==> src/rtl/cp0_pkg.sv <==
// Shared definitions for the cp0 system-control coprocessor: register indices,
// bit-field positions, exception codes and the exception-level state type.
package cp0_pkg;

  localparam logic [4:0] CP0_SR    = 5'd12;
  localparam logic [4:0] CP0_CAUSE = 5'd13;
  localparam logic [4:0] CP0_EPC   = 5'd14;
  localparam logic [4:0] CP0_PRID  = 5'd15;

  localparam int IM_HI   = 15;
  localparam int IM_LO   = 10;
  localparam int EXL_BIT = 1;
  localparam int IE_BIT  = 0;
  localparam int IP_HI   = 15;
  localparam int IP_LO   = 10;
  localparam int EXC_HI  = 6;
  localparam int EXC_LO  = 2;

  localparam logic [4:0] EXC_INT = 5'd0;
  localparam logic [4:0] EXC_SYS = 5'd8;
  localparam logic [4:0] EXC_OV  = 5'd12;

  typedef enum logic {
    ST_NORMAL = 1'b0,
    ST_EXC    = 1'b1
  } exl_state_e;

endpackage

==> src/rtl/cp0.sv <==
// cp0: SR/Cause/EPC/PRId registers, interrupt gating and exception level.
// Optional ExcCode capture into Cause[6:2] is enabled by defining CP0_EXCCODE_EN.
module cp0
  import cp0_pkg::*;
#(
  parameter logic [31:0] PRID = 32'h4C59_0001
) (
  input  logic        clk,
  input  logic        rst,
  input  logic [4:0]  A,
  input  logic        we,
  input  logic [31:0] DIn,
  input  logic [31:2] PC,
  input  logic [7:2]  HWInt,
  input  logic        EXLSet,
  input  logic        EXLClr,
`ifdef CP0_EXCCODE_EN
  input  logic [6:2]  ExcCode,
`endif
  output logic        IntReq,
  output logic [31:2] EPC,
  output logic [31:0] DOut
);

  exl_state_e  state_q, state_d;
  logic [5:0]  im_q, im_d;
  logic        ie_q, ie_d;
  logic [5:0]  ip_q;
  logic [29:0] epc_q, epc_d;
  logic [4:0]  exc_code;
  logic        exl;
  logic        sr_wr, epc_wr;

  assign sr_wr  = we && (A == CP0_SR);
  assign epc_wr = we && (A == CP0_EPC);

  always_ff @(posedge clk) begin
    if (rst) state_q <= ST_NORMAL;
    else     state_q <= state_d;
  end

  // EXLSet beats EXLClr, which beats the EXL bit of an SR write.
  always_comb begin
    state_d = state_q;
    unique case (state_q)
      ST_NORMAL: begin
        if (EXLSet)                    state_d = ST_EXC;
        else if (EXLClr)               state_d = ST_NORMAL;
        else if (sr_wr && DIn[EXL_BIT]) state_d = ST_EXC;
      end
      ST_EXC: begin
        if (EXLSet)                     state_d = ST_EXC;
        else if (EXLClr)                state_d = ST_NORMAL;
        else if (sr_wr && !DIn[EXL_BIT]) state_d = ST_NORMAL;
      end
      default: state_d = ST_NORMAL;
    endcase
  end

  always_comb begin
    exl    = (state_q == ST_EXC);
    IntReq = (|(ip_q & im_q)) & ie_q & ~exl;
  end

  always_comb begin
    im_d  = sr_wr ? DIn[IM_HI:IM_LO] : im_q;
    ie_d  = sr_wr ? DIn[IE_BIT] : ie_q;
    epc_d = EXLSet ? PC : (epc_wr ? DIn[31:2] : epc_q);
  end

  always_ff @(posedge clk) begin
    if (rst) begin
      im_q  <= '0;
      ie_q  <= 1'b0;
      ip_q  <= '0;
      epc_q <= '0;
    end else begin
      im_q  <= im_d;
      ie_q  <= ie_d;
      ip_q  <= HWInt;
      epc_q <= epc_d;
    end
  end

`ifdef CP0_EXCCODE_EN
  logic [4:0] exc_code_q;
  always_ff @(posedge clk) begin
    if (rst)         exc_code_q <= EXC_INT;
    else if (EXLSet) exc_code_q <= ExcCode;
  end
  assign exc_code = exc_code_q;
`else
  assign exc_code = EXC_INT;
`endif

  assign EPC = epc_q;

  always_comb begin
    DOut = 32'h0;
    unique case (A)
      CP0_SR: begin
        DOut[IM_HI:IM_LO] = im_q;
        DOut[EXL_BIT]     = exl;
        DOut[IE_BIT]      = ie_q;
      end
      CP0_CAUSE: begin
        DOut[IP_HI:IP_LO]   = ip_q;
        DOut[EXC_HI:EXC_LO] = exc_code;
      end
      CP0_EPC:  DOut[31:2] = epc_q;
      CP0_PRID: DOut = PRID;
      default:  DOut = 32'h0;
    endcase
  end

endmodule
==> config.mk <==
export PLATFORM = sky130hd
export DESIGN_NAME = cp0
export DESIGN_NICKNAME = d
export VERILOG_FILES = /design/src/rtl/cp0_pkg.sv /design/src/rtl/cp0.sv
export SDC_FILE = /design/constraint.sdc
export NUM_CORES = 1
export LEC_CHECK = 0
export BUFFER_PORTS_ARGS = -buffer_cell sky130_fd_sc_hd__buf_4
export CORE_UTILIZATION = 48
export DETAILED_ROUTE_END_ITERATION = 10
export PLACE_DENSITY = 0.84
export SYNTH_ARGS = -nofsm -noshare
export SYNTH_HDL_FRONTEND = slang
export SYNTH_SLANG_ARGS = --single-unit
export TNS_END_PERCENT = 1
==> constraint.sdc <==
create_clock -name clk -period 2.05 [get_ports clk]
set_clock_uncertainty 0.05 [all_clocks]
set_input_delay 0.41 -clock clk [delete_from_list [all_inputs] [get_ports clk]]
set_output_delay 0.41 -clock clk [all_outputs]
set_load 0.01 [all_outputs]
# Word-level counts from Yosys, hierarchy flattened
# Index checks and enable logic that the tools add are counted.
# Widths: inputs -> output; s select.
dict set report classes {
  eq_ne 4
  mux 14
  bitwise 4
  n_reduce_logical 7
}
# operator n
set op_table {}
lappend op_table {{$mux 30} 2}
lappend op_table {{$pmux 16 s2} 1}
lappend op_table {{$eq 5x4->1 const B} 4}
lappend op_table {{$pmux 6 s3} 1}
lappend op_table {{$and 6x6->6} 1}
lappend op_table {{$mux 1} 6}
lappend op_table {{$reduce_or 6->1} 1}
lappend op_table {{$mux 5} 1}
lappend op_table {{$logic_and 1x1->1} 4}
lappend op_table {{$pmux 2 s2} 1}
lappend op_table {{$mux 3} 1}
lappend op_table {{$and 1x1->1} 2}
lappend op_table {{$pmux 1 s2} 1}
lappend op_table {{$reduce_bool 2->1} 1}
lappend op_table {{$logic_not 1->1} 1}
lappend op_table {{$not 1->1} 1}
dict set report word_totals {
  reg_bits 44
  wordCells 34
}

# Depth between registers and ports, before layout
dict set report logic_depth {
  depth_word 7
  mapped_depth 6
}

# Worst setup path after synthesis
# No wires, ideal clock.
dict set report synth_path {
  path_type {input-to-output}
  from {input A[4]}
  to {output DOut[23]}
  arrival_ps 1241
  slack_ps 349
  cell_stages 5
  n_path_buf 2
  path_cell_list {nand4b_1 -> buf_4 -> nor2_8 -> clkbuf_1 -> and2_1}
}
dict set report synth_between {
  elab_chain_len 2
  word_cells_on_any_way 3
  classes_between {eq/ne: 2; mux: 1}
}
# element line_no
set synth_rtl {}
lappend synth_rtl {{start: declaration} cp0.sv:10} ;# input logic [4:0] A,
lappend synth_rtl {{$eq 5x4->1} cp0.sv:100} ;# unique case (A)
lappend synth_rtl {{$pmux 16 s2 (*)} cp0.sv:100}
lappend synth_rtl {{end: declaration} cp0.sv:22} ;# output logic [31:0] DOut
# Mark *: on every way between the ends. The rest lies on a longest branch, timed or not.

# Worst setup path in the final report
dict set report layout_path {
  from {input A[4]}
  to {output DOut[7]}
}
dict set report layout_between {
  elab_chain_len 2
}
# element line_no
set layout_rtl {}
lappend layout_rtl {{$eq 5x4->1} cp0.sv:100}
lappend layout_rtl {{$mux 3} cp0.sv:100}
# No other way between the ends.

==> results.ini <==
[power]
power.share.combinational=0.237
power_frac_seq=0.475
power.switching_w=0.000558
intPower_w=0.00142
switching_share=0.282
p_total_w=0.00198
power.leakage_nw=1.66
powerDensity_nw_per_um2=543
p_clk_frac=0.287
peakVddDrop_v=0.000427

[drt]
firstDrtPassIters=4
wl_met3_um=552
met1_length_um=3140
drc_errors=0
drt_iter0_drc=217
wirelength_um=7660
ant_nets=0
num_vias=2737
routed.top_layer=met4
via_per_inst=5.61
drt-wirelength-per-cell_um=15.7
dr_wl_met2_um=3870

[clock_tree]
cts-resized-gates=0
insertion_delay_ns=0.30
ctsHoldBuffers=0
cts_tree=yes
htreeDepth=2
cts_post_setup_buffers_inserted=0
numCtsBuffers=5
cts-root-buf=clkbuf_8
cts_sinks=44
path_clk_slew_ns=0.09
clockBufferDepth=2

[timing]
rsz0062_at_grt=false
worst_slew_pin_slew_ns=0.624
fin_setup_tns_ns=0
period_minus_slack_ns=1.91
min_period_over_period=0.933
fmax_mhz=523
finalHoldViolCount=0
slew_headroom=0.584
finalSetupViolCount=0
finalMaxSlewViolations=0

[die]
die_h_um=74.8
core_um2=5110
die_w_um=74.8
dieArea_um2=5600
num_rows=26
ioPinCount=141
initial_utilization=0.498

[yosys]
synthFlopType=dfxtp_1
ys_ff_latch=44
syn_area_um2=2540
async_flop_share=0
synth_common_cells=44 x dfxtp_1, 33 x o21ai_0, 32 x inv_1
synth_top_area_frac=0.346
synth_edf_count=0
postSynthAreaPerCell_um2=8.66
synth_largest_area_cell=dfxtp_1
synthTopCellsByArea=dfxtp_1 35%, a221oi_2 14%, a31oi_1 7.6%
synth_most_common_cell=dfxtp_1
yosysWarningCount=0
ys_seq_area_frac=0.346
synth.distinct_cells=29
synth.net_count=372
syn_inst=294

[worst_setup_path]
cp.required_ns=1.59
cp_max_fo=17
critical_path_class=input pin to output pin
worstPathArrival_ns=1.45
worstSetupEndpointType=output pin
critPathLaunchType=input pin

[flow_run]
maxCapViolCount=0

[placement]
gp_congestion=0.793
dp_hpwl_um=5480
port_buffers=140
dpl_cell_area_um2=3550
place_inst=480

[finish]
diodes=0
drive_gt1_frac=0.447
nets=495
n_fill_cell=415
fin_cells=488
final_area_um2=3650
utilization=0.715
area_growth_pct=43.5

[hold_path]
hold_class=input pin to register

[global_route]
grt.total_usage=0.270
antenna_found_initial=0
grt_pass1_wl_um=11500
first_global_vias=2363
grt.overflow.total=0
grt_max_degree=45

[run_status]
status=completed

kinds of logic after synthesis:
| logic type | after synthesis | share of synthesized area |
|---|---|---|
| and+or+nand+nor | 59 | 0.140 |
| buffers and inverters | 67 | 0.136 |
| DFF | 44 | 0.346 |
| AOI/OAI and AO/OA | 124 | 0.378 |
cells in the final DEF (no fill, tap or decap), types with 3 or more instances in the layout:
cell type and n:
a21oi_1 13, clkbuf_8 6, and2_1 17, o21ai_1 5
nor2b_1 6, a31oi_1 31, inv_1 32, a221oi_2 24
nand2_1 7, nand3_1 7, dfxtp_1 44, buf_4 150
a221oi_1 13, o21ai_0 33, a22oi_1 3, nor2_1 14
cell type report:
type	instances	area, um^2	area share
clock buffer	7	86.3	0.0236
multi-input combinational	183	1320	0.362
clock inverter	1	7.51	0.00206
tap	70	87.6	0.0240
inverter	32	120	0.0329
sequential	44	881	0.241
timing repair buffer	151	1150	0.314
through the flow:
stage          worst slack, ns  hold slack [ns]
3_5_place_dp            0.0613            0.422
5_1_grt                 0.0425            0.223
6_report                 0.138            0.234
4_1_cts                 0.0702            0.228
3_3_place_gp            0.0967            0.417
2_1_floorplan            0.349            0.404
critical path: stages:
cell      delay [ns]
buf_4           0.12
nand4b_1        0.33
nor2_8          0.29
and2_1          0.17
buf_4           0.12
worst paths after layout:
check,startpoint,to,slack (ns),depth (start not counted)
max,A[4],DOut[7],0.14,5
min,EXLClr,exl$_SDFF_PP0_,0.23,2
max reg2reg,EPC[20]$_SDFFE_PP0P_,EPC[20]$_SDFFE_PP0P_,1.17,2
min reg2reg,ie_q$_SDFFE_PP0N_,ie_q$_SDFFE_PP0N_,0.43,2
state kept, by name (all words and copies together) (netlist names):
signal and count:
im_q 6, EPC 30, ie_q 1, ip_q 6, exl 1
power by group through the flow:
stage / Sequential, W / Combinational (W) / Clock [W]
floorplan: 0.000971 / 0.000225 / 0
global placement: 0.000959 / 0.000456 / 0
detailed placement: 0.000962 / 0.000468 / 0
CTS: 0.000941 / 0.000469 / 0.000578
global route: 0.000948 / 0.000510 / 0.000619
finish: 0.000942 / 0.000470 / 0.000569
routing by layer:
metal / global-route usage / up-vias
met3: 0.0549 / 11
met5: 0 / -
met1: 0.342 / 1273
met2: 0.459 / 130
met4: 0.0860 / 0
li1: - / 1323
(Power assumes the default switching activity.)
